$ cat src/rtl/mem_port_arbiter_if.sv
// Signal bundle for the shared memory port: CPU requester, debug requester and memory side.
// The arbiter uses the slave view; the surrounding system (or bench) uses the master view.
interface mem_port_arbiter_if #(
   parameter int unsigned ADDR_W = 16,
   parameter int unsigned DATA_W = 8
);
   logic              cpu_req;
   logic              cpu_we;
   logic [ADDR_W-1:0] cpu_addr;
   logic [DATA_W-1:0] cpu_wdata;
   logic              cpu_stall;
   logic [DATA_W-1:0] cpu_rdata;
   logic              cpu_rvalid;

   logic              dbg_req;
   logic              dbg_lock;
   logic              dbg_we;
   logic [ADDR_W-1:0] dbg_addr;
   logic [DATA_W-1:0] dbg_wdata;
   logic              dbg_gnt;
   logic [DATA_W-1:0] dbg_rdata;
   logic              dbg_rvalid;

   logic              mem_en;
   logic              mem_we;
   logic [ADDR_W-1:0] mem_addr;
   logic [DATA_W-1:0] mem_wdata;
   logic [DATA_W-1:0] mem_rdata;

   modport slave (
      input  cpu_req, cpu_we, cpu_addr, cpu_wdata,
      output cpu_stall, cpu_rdata, cpu_rvalid,
      input  dbg_req, dbg_lock, dbg_we, dbg_addr, dbg_wdata,
      output dbg_gnt, dbg_rdata, dbg_rvalid,
      output mem_en, mem_we, mem_addr, mem_wdata,
      input  mem_rdata
   );

   modport master (
      output cpu_req, cpu_we, cpu_addr, cpu_wdata,
      input  cpu_stall, cpu_rdata, cpu_rvalid,
      output dbg_req, dbg_lock, dbg_we, dbg_addr, dbg_wdata,
      input  dbg_gnt, dbg_rdata, dbg_rvalid,
      input  mem_en, mem_we, mem_addr, mem_wdata,
      output mem_rdata
   );
endinterface

$ cat src/rtl/mem_port_arbiter.sv
// Arbitrates the single synchronous memory port between the CPU and a debug/loader port,
// with a debug starvation limit, locked debug bursts capped for CPU fairness, and read routing.
module mem_port_arbiter #(
   parameter int unsigned ADDR_W       = 16,
   parameter int unsigned DATA_W       = 8,
   parameter int unsigned STARVE_LIMIT = 4,
   parameter int unsigned MAX_BURST    = 8
) (
   input logic               clk,
   input logic               reset,
   mem_port_arbiter_if.slave bus
);
   localparam int unsigned StarveW = $clog2(STARVE_LIMIT + 1);
   localparam int unsigned BurstW  = $clog2(MAX_BURST + 1);
   localparam logic [StarveW-1:0] StarveMax = StarveW'(STARVE_LIMIT);
   localparam logic [BurstW-1:0]  BurstMax  = BurstW'(MAX_BURST);

   typedef enum logic [1:0] {StIdle, StCpu, StDbg} state_e;

   state_e             state_q, state_d;
   logic [StarveW-1:0] starve_q, starve_d;
   logic [BurstW-1:0]  burst_q, burst_d;
   logic               cpu_rvalid_q, cpu_rvalid_d;
   logic               dbg_rvalid_q, dbg_rvalid_d;

   logic              cpu_req, dbg_req;
   logic              gnt_cpu, gnt_dbg;
   logic              mux_we;
   logic [ADDR_W-1:0] mux_addr;
   logic [DATA_W-1:0] mux_wdata;

   // Requests are masked during reset so every combinational output is held at 0.
   assign cpu_req = bus.cpu_req & ~reset;
   assign dbg_req = bus.dbg_req & ~reset;

   always_comb begin : grant_logic
      gnt_cpu = 1'b0;
      gnt_dbg = 1'b0;
      if (state_q == StDbg && bus.dbg_lock && dbg_req && (burst_q < BurstMax || !cpu_req)) begin
         gnt_dbg = 1'b1;
      end else if (dbg_req && starve_q == StarveMax) begin
         gnt_dbg = 1'b1;
      end else if (cpu_req) begin
         gnt_cpu = 1'b1;
      end else if (dbg_req) begin
         gnt_dbg = 1'b1;
      end
   end

   always_comb begin : next_state
      state_d = StIdle;
      if (gnt_cpu) begin
         state_d = StCpu;
      end else if (gnt_dbg) begin
         state_d = StDbg;
      end

      starve_d = '0;
      if (dbg_req && !gnt_dbg) begin
         starve_d = (starve_q == StarveMax) ? starve_q : starve_q + StarveW'(1);
      end

      // A burst starts at 1 on a fresh debug grant and only grows while debug keeps the port.
      burst_d = '0;
      if (gnt_dbg) begin
         if (state_q != StDbg) begin
            burst_d = BurstW'(1);
         end else if (burst_q != BurstMax) begin
            burst_d = burst_q + BurstW'(1);
         end else begin
            burst_d = burst_q;
         end
      end

      cpu_rvalid_d = gnt_cpu & ~bus.cpu_we;
      dbg_rvalid_d = gnt_dbg & ~bus.dbg_we;
   end

   always_comb begin : port_mux
      mux_we    = 1'b0;
      mux_addr  = '0;
      mux_wdata = '0;
      if (gnt_cpu) begin
         mux_we    = bus.cpu_we;
         mux_addr  = bus.cpu_addr;
         mux_wdata = bus.cpu_wdata;
      end else if (gnt_dbg) begin
         mux_we    = bus.dbg_we;
         mux_addr  = bus.dbg_addr;
         mux_wdata = bus.dbg_wdata;
      end
   end

   assign bus.mem_en    = gnt_cpu | gnt_dbg;
   assign bus.mem_we    = mux_we;
   assign bus.mem_addr  = mux_addr;
   assign bus.mem_wdata = mux_wdata;

   assign bus.cpu_stall  = cpu_req & ~gnt_cpu;
   assign bus.dbg_gnt    = gnt_dbg;
   assign bus.cpu_rvalid = cpu_rvalid_q;
   assign bus.dbg_rvalid = dbg_rvalid_q;
   assign bus.cpu_rdata  = cpu_rvalid_q ? bus.mem_rdata : '0;
   assign bus.dbg_rdata  = dbg_rvalid_q ? bus.mem_rdata : '0;

   always_ff @(posedge clk or posedge reset) begin
      if (reset) begin
         state_q      <= StIdle;
         starve_q     <= '0;
         burst_q      <= '0;
         cpu_rvalid_q <= 1'b0;
         dbg_rvalid_q <= 1'b0;
      end else begin
         state_q      <= state_d;
         starve_q     <= starve_d;
         burst_q      <= burst_d;
         cpu_rvalid_q <= cpu_rvalid_d;
         dbg_rvalid_q <= dbg_rvalid_d;
      end
   end
endmodule
$ cat src/flat_wrapper.sv
// flat-port wrapper written by rule: the top's interface ports become plain ports
module mem_port_arbiter_flat 
#(
   parameter int unsigned ADDR_W       = 16,
   parameter int unsigned DATA_W       = 8,
   parameter int unsigned STARVE_LIMIT = 4,
   parameter int unsigned MAX_BURST    = 8
)
  (clk, reset, bus_cpu_req, bus_cpu_we, bus_cpu_addr, bus_cpu_wdata, bus_cpu_stall, bus_cpu_rdata, bus_cpu_rvalid, bus_dbg_req, bus_dbg_lock, bus_dbg_we, bus_dbg_addr, bus_dbg_wdata, bus_dbg_gnt, bus_dbg_rdata, bus_dbg_rvalid, bus_mem_en, bus_mem_we, bus_mem_addr, bus_mem_wdata, bus_mem_rdata);
  mem_port_arbiter_if #(.ADDR_W(ADDR_W), .DATA_W(DATA_W)) bus_i ();
  input logic clk;
  input logic reset;
  input wire logic [$bits(bus_i.cpu_req)-1:0] bus_cpu_req;
  input wire logic [$bits(bus_i.cpu_we)-1:0] bus_cpu_we;
  input wire logic [$bits(bus_i.cpu_addr)-1:0] bus_cpu_addr;
  input wire logic [$bits(bus_i.cpu_wdata)-1:0] bus_cpu_wdata;
  output wire logic [$bits(bus_i.cpu_stall)-1:0] bus_cpu_stall;
  output wire logic [$bits(bus_i.cpu_rdata)-1:0] bus_cpu_rdata;
  output wire logic [$bits(bus_i.cpu_rvalid)-1:0] bus_cpu_rvalid;
  input wire logic [$bits(bus_i.dbg_req)-1:0] bus_dbg_req;
  input wire logic [$bits(bus_i.dbg_lock)-1:0] bus_dbg_lock;
  input wire logic [$bits(bus_i.dbg_we)-1:0] bus_dbg_we;
  input wire logic [$bits(bus_i.dbg_addr)-1:0] bus_dbg_addr;
  input wire logic [$bits(bus_i.dbg_wdata)-1:0] bus_dbg_wdata;
  output wire logic [$bits(bus_i.dbg_gnt)-1:0] bus_dbg_gnt;
  output wire logic [$bits(bus_i.dbg_rdata)-1:0] bus_dbg_rdata;
  output wire logic [$bits(bus_i.dbg_rvalid)-1:0] bus_dbg_rvalid;
  output wire logic [$bits(bus_i.mem_en)-1:0] bus_mem_en;
  output wire logic [$bits(bus_i.mem_we)-1:0] bus_mem_we;
  output wire logic [$bits(bus_i.mem_addr)-1:0] bus_mem_addr;
  output wire logic [$bits(bus_i.mem_wdata)-1:0] bus_mem_wdata;
  input wire logic [$bits(bus_i.mem_rdata)-1:0] bus_mem_rdata;
  assign bus_i.cpu_req = bus_cpu_req;
  assign bus_i.cpu_we = bus_cpu_we;
  assign bus_i.cpu_addr = bus_cpu_addr;
  assign bus_i.cpu_wdata = bus_cpu_wdata;
  assign bus_cpu_stall = bus_i.cpu_stall;
  assign bus_cpu_rdata = bus_i.cpu_rdata;
  assign bus_cpu_rvalid = bus_i.cpu_rvalid;
  assign bus_i.dbg_req = bus_dbg_req;
  assign bus_i.dbg_lock = bus_dbg_lock;
  assign bus_i.dbg_we = bus_dbg_we;
  assign bus_i.dbg_addr = bus_dbg_addr;
  assign bus_i.dbg_wdata = bus_dbg_wdata;
  assign bus_dbg_gnt = bus_i.dbg_gnt;
  assign bus_dbg_rdata = bus_i.dbg_rdata;
  assign bus_dbg_rvalid = bus_i.dbg_rvalid;
  assign bus_mem_en = bus_i.mem_en;
  assign bus_mem_we = bus_i.mem_we;
  assign bus_mem_addr = bus_i.mem_addr;
  assign bus_mem_wdata = bus_i.mem_wdata;
  assign bus_i.mem_rdata = bus_mem_rdata;
  mem_port_arbiter #(.ADDR_W(ADDR_W), .DATA_W(DATA_W), .STARVE_LIMIT(STARVE_LIMIT), .MAX_BURST(MAX_BURST)) u_core (.clk(clk), .reset(reset), .bus(bus_i));
endmodule
$ cat config.mk
export PLATFORM = sky130hd
export DESIGN_NAME = mem_port_arbiter_flat
export DESIGN_NICKNAME = d
export VERILOG_FILES = /design/src/rtl/mem_port_arbiter_if.sv /design/src/rtl/mem_port_arbiter.sv /design/src/flat_wrapper.sv
export SDC_FILE = /design/constraint.sdc
export NUM_CORES = 1
export LEC_CHECK = 0
export CORE_ASPECT_RATIO = 1.2
export CORE_MARGIN = 2
export CORE_UTILIZATION = 33
export DETAILED_ROUTE_END_ITERATION = 8
export GPL_TIMING_DRIVEN = 0
export PLACE_DENSITY = 0.82
export SYNTH_ARGS = -nofsm -noshare
export SYNTH_HDL_FRONTEND = slang
export SYNTH_SLANG_ARGS = --single-unit
$ cat constraint.sdc
create_clock -name clk -period 2.59 [get_ports clk]
set_input_delay 0.6475 -clock clk [delete_from_list [all_inputs] [get_ports clk]]
set_output_delay 0.6475 -clock clk [all_outputs]
set_load 0.1 [all_outputs]
# Word-level counts from Yosys, hierarchy flattened
# Index checks and enable logic that the tools add are counted.
# W data, S select, Z words.
classes:
  addsub: 2
  n_lt_le_gt_ge: 1
  n_eq_ne: 6
  muxes: 22
  bitwise_logic: 10
  reduce_logical: 8
ops:
  columns: ["op", "n"]
  rows:
  - ["$mux W16", 2]
  - ["$mux W8", 4]
  - ["$mux W4", 3]
  - ["$mux W1", 9]
  - ["$mux W3", 2]
  - ["$and A1 B1 Y1", 5]
  - ["$logic_and A1 B1 Y1", 5]
  - ["$add A4 B1 Y4 const B", 1]
  - ["$lt A4 B4 Y1 const B", 1]
  - ["$mux W2", 2]
  - ["$ne A2 B2 Y1 const B", 2]
  - ["$ne A4 B4 Y1 const B", 1]
  - ["$not A1 Y1", 4]
  - ["$add A3 B1 Y3 const B", 1]
  - ["$eq A3 B3 Y1 const B", 1]
  - ["$ne A3 B3 Y1 const B", 1]
  - ["$eq A2 B2 Y1 const B", 1]
  - ["$logic_not A1 Y1", 2]
  - ["$logic_or A1 B1 Y1", 1]
  - ["$or A1 B1 Y1", 1]
word_totals:
  register_bits: 11
  inputBits: 63
  out_inout_bits: 46

# Logic depth before layout (Yosys ltp)
depth:
  ltp_word: 9
  ltp_mapped: 6
  depth_no_buf: 5

# Worst setup path before layout
# OpenSTA, ideal clock, no wires.
synth_path:
  kind: "input to output"
  from: "in bus_dbg_lock"
  to: "out bus_mem_addr[0]"
  arrival_ns: 3.383
  setup_slack_ns: -1.441
  stages: 3
  n_path_buf: 0
  path_cell_list: "and4bb_2 a2bb2oi_4 o32ai_1"
synth_via:
  elab_chain_len: 6
  word_cells_on_any_way: 7
  cone_classes: "mux (4); reduce/logical (3)"
synth_rtl:
  columns: ["element", "line_no", "rtl"]
  rows:
  - ["from (decl)", "flat_wrapper.sv:21", "input wire logic [$bits(bus_i.dbg_lock)-1:0] bus_dbg_lock;"]
  - ["$logic_and A1 B1 Y1 (*) (3 in a row)", "mem_port_arbiter.sv:39", "if (state_q == StDbg && bus.dbg_lock && dbg_req && (burst_q < BurstMax || !cpu_req)) begin"]
  - ["$mux W1", "mem_port_arbiter.sv:39", null]
  - ["$mux W16", "mem_port_arbiter.sv:87", "end else if (gnt_dbg) begin"]
  - ["$mux W16 (*)", "mem_port_arbiter.sv:83", "if (gnt_cpu) begin"]
  - ["to (decl)", "flat_wrapper.sv:30", "output wire logic [$bits(bus_i.mem_addr)-1:0] bus_mem_addr;"]
# Every way passes the cells marked *; elsewhere a longest branch is shown, timed or not.

# Final worst setup path
layout_path:
  from: "reg u_core.starve_q[0]"
  to: "out bus_mem_wdata[6]"
layout_via:
  elab_chain_len: 6
  word_cells_on_any_way: 8
  cone_classes: "eq/ne (1); mux (6); reduce/logical (1)"
layout_rtl:
  columns: ["element", "line_no", "rtl"]
  rows:
  - ["from (decl)", "mem_port_arbiter.sv:21", "logic [StarveW-1:0] starve_q, starve_d;"]
  - ["from (signal assigned)", "mem_port_arbiter.sv:115", "starve_q <= starve_d;"]
  - ["$eq A3 B3 Y1 (*)", "mem_port_arbiter.sv:41", "end else if (dbg_req && starve_q == StarveMax) begin"]
  - ["$logic_and A1 B1 Y1 (*)", "mem_port_arbiter.sv:41", null]
  - ["$mux W1", "mem_port_arbiter.sv:41", null]
  - ["$mux W1", "mem_port_arbiter.sv:39", null]
  - ["$mux W8", "mem_port_arbiter.sv:87", null]
  - ["$mux W8 (*)", "mem_port_arbiter.sv:83", null]
  - ["to (decl)", "flat_wrapper.sv:31", "output wire logic [$bits(bus_i.mem_wdata)-1:0] bus_mem_wdata;"]
# Marked as above.

==> impl_metrics.json <==
{
  "max_slew.worst_pin.slew_ps": 961.3,
  "die-area_um2": 4528,
  "synth-warning-count": 0,
  "swShare_pct": 46.93,
  "viasPerCell": 5.126,
  "grt_max_degree": 21,
  "cp_common_cell": "buf_12",
  "cts.clk_slew.worst_paths_ps": 50,
  "die_h_um": 73.32,
  "ys_async_sr_fraction_pct": 100.0,
  "critical_path_class": "flop to primary output",
  "dieWidth_um": 61.76,
  "arrival_ps": 2060,
  "grt_first_pass_wirelength_mm": 9.508,
  "initial_utilization_pct": 34.06,
  "finalSetupViolCount": 19,
  "syn-cell-area_um2": 1321,
  "postCtsHoldBufs": 0,
  "setup.worst_path.start_class": "flop",
  "maxSlewHeadroom_pct": 35.71,
  "placed_cells": 319,
  "report.final.hold_viol_count": 0,
  "grt_usage_pct": 28.72,
  "grt.overflow.total": 0,
  "max_clock_freq_ghz": 0.3696,
  "final_cell_mix": "clkdlybuf4s50_1 (60), inv_1 (33), nand2_1 (27), buf_12 (25), o32ai_4 (19)",
  "power_frac_seq_pct": 15.9,
  "syn_inst": 157,
  "fin_area_um2": 3322,
  "power_mw": 1.144,
  "clkLatencyLatePin_ps": 240,
  "place_hpwl_mm": 3.639,
  "io_buffer_count": 108,
  "first_global_vias": 1828,
  "outcome": "finished with violations",
  "setup_ws_ps": -115.4,
  "whs_path_depth": 2,
  "r2r_end": "u_core.bus.cpu_rvalid$_DFF_PP0_",
  "layout.nets": 355,
  "drt_iter0_drc": 69,
  "antenna_found_initial": 0,
  "cts_root_buffer": "clkbuf_8",
  "cts_sinks": 11,
  "hold_class": "flop to flop",
  "crit_path_end_kind": "primary output",
  "p_leak_nw": 1.372,
  "gp_congestion": 0.7461,
  "reg2regPathDepth": 8,
  "final.min_clock_period_ps": 2705,
  "skew_ps": 3.506,
  "syn_nets": 224,
  "whs_ps": 557.1,
  "cts_tree": "yes",
  "critPathMaxFanout": 4,
  "intPower_mw": 0.6073,
  "r2r_slack_ps": 890,
  "core_um2": 3879,
  "violations": "negative setup slack",
  "cp_data_required_time_ps": 1940,
  "r2r-start": "u_core.starve_q[0]$_DFFE_PP0P_",
  "ir_drop_uv": 327.1,
  "slowest_delay_ps": 360,
  "vias": 1748,
  "yosysSeqAreaShare_pct": 20.83,
  "pwr-share-clk_pct": 15.1,
  "placed_area_um2": 2729,
  "cts_buffer_depth": 2,
  "avgSynthCellArea_um2": 8.416,
  "wl_mm": 6.945,
  "post-route-period-util_pct": 104.5,
  "combPwrFrac_pct": 69.0,
  "synth_flop_cell": "dfrtp_1",
  "path_cells": "inv_1, ha_4, a21bo_4, a2bb2oi_4, buf_12, buf_16, o32ai_4, buf_12",
  "slew_viol_final": 0,
  "io_pins": 109,
  "p_per_area_nw_per_um2": 344.5,
  "wl_per_cell_um": 20.37,
  "htree_num_levels": 1,
  "final_antenna_net_count": 0,
  "drc": 0,
  "ys_ff_latch": 11,
  "netSwitchingPower_mw": 0.5371,
  "drive_gt1_share_pct": 38.33,
  "stdcell_count": 341,
  "diodes": 0,
  "numCtsBuffers": 3,
  "synthDistinctLibCells": 29,
  "synth_edf_count": 0,
  "hold_start": "u_core.starve_q[0]$_DFFE_PP0P_",
  "final_common_cell": "clkdlybuf4s50_1",
  "cap_violations": 0,
  "row_count": 25,
  "min_to": "u_core.starve_q[0]$_DFFE_PP0P_",
  "syn_to_final_growth_pct": 151.4,
  "dr.pass1.iters": 4,
  "final_util_pct": 85.65,
  "cp_slowest_cell": "dfrtp_1",
  "rsz0062_at_grt": "true"
}
[area by class of cell]
class	count	area (µm²)
timing repair buffer	126	1511
fill	198	556.8
tap	54	67.56
clock buffer	4	45.04
sequential	11	275.3
inverter	35	136.4
buffer	9	157.7
multi-input combinational	102	1129
[kinds of logic (layout without fill, tap and decap cells)]
logic type,count (synthesis),count (layout),synth area share (%)
compound gates,32,32,34.00
simple gates,62,62,23.77
mux,1,1,0.7576
xor+xnor,3,3,1.989
buf+inv,44,174,14.87
fa+ha+maj,4,4,3.788
flops,11,11,20.83
[through the flow]
| stage | setup TNS, ps | setup slack [ps] |
|---|---|---|
| after CTS | -157.5 | -34.23 |
| after detailed placement | -45030 | -1602 |
| after global routing | -2585 | -178.4 |
| final | -1369 | -115.4 |
| after global placement | -44730 | -1612 |
| after floorplan | -6303 | -439.6 |
[critical path, delay by kind of cell, from the launching register on]
| family | cells | cell delay [ps] |
|---|---|---|
| AOI/OAI and AO/OA | 3 | 690 |
| adders and majority gates | 1 | 170 |
| buffers and inverters | 4 | 600 |
| DFF | 1 | 360 |
[synthesized netlist by cell type, types with 3 or more instances]
| cell type | number | share of area, % |
|---|---|---|
| nand3b_1 | 4 | 2.3 |
| nand2_1 | 27 | 7.7 |
| buf_6 | 4 | 3.4 |
| ha_1 | 4 | 3.8 |
| dfrtp_1 | 11 | 21 |
| o32ai_1 | 7 | 4.6 |
| clkbuf_1 | 3 | 0.85 |
| nor2_1 | 7 | 2.0 |
| nor3_1 | 3 | 1.1 |
| and2_1 | 16 | 7.6 |
| o32ai_2 | 17 | 21 |
| inv_1 | 34 | 9.7 |
[registers in the layout, summed over array words and instances, names as in the netlist]
register / cells
u_core.burst_q: 4
u_core.bus.cpu_rvalid: 1
u_core.bus.dbg_rvalid: 1
u_core.starve_q: 3
u_core.state_q: 2
[layer usage]
metal  part of all wire (%)  global-route usage (%)
met5                      0                       0
met1                     35                   30.94
met4                    4.9                   11.35
met2                     53                   51.81
met3                    6.8                   7.218
[power groups by stage]
stage	sequential [mW]	clock (mW)	combinational, mW
3_3_place_gp	0.184	0	0.636
4_1_cts	0.182	0.171	0.755
5_1_grt	0.183	0.186	0.813
6_report	0.182	0.173	0.789
3_5_place_dp	0.185	0	0.642
2_1_floorplan	0.191	0	0.446
[worst max path at each step]
stage | start | slack [ps] | end
after floorplan | bus_dbg_lock | -440 | bus_mem_addr[0]
after global placement | reset | -1610 | bus_mem_wdata[6]
after detailed placement | reset | -1600 | bus_mem_wdata[4]
after CTS | u_core.starve_q[1]$_DFFE_PP0P_ | -30 | bus_mem_addr[13]
after global routing | u_core.starve_q[0]$_DFFE_PP0P_ | -180 | bus_mem_wdata[6]
final | u_core.starve_q[0]$_DFFE_PP0P_ | -120 | bus_mem_wdata[6]
[what timing repair did]
action                     CTS  global route
pin swaps                   14            12
setup endpoints to repair   44            25
setup buffers               14             3
cloned                       3             0
gates resized for setup    311             9
No activity file was read; power rests on OpenSTA's default activity.
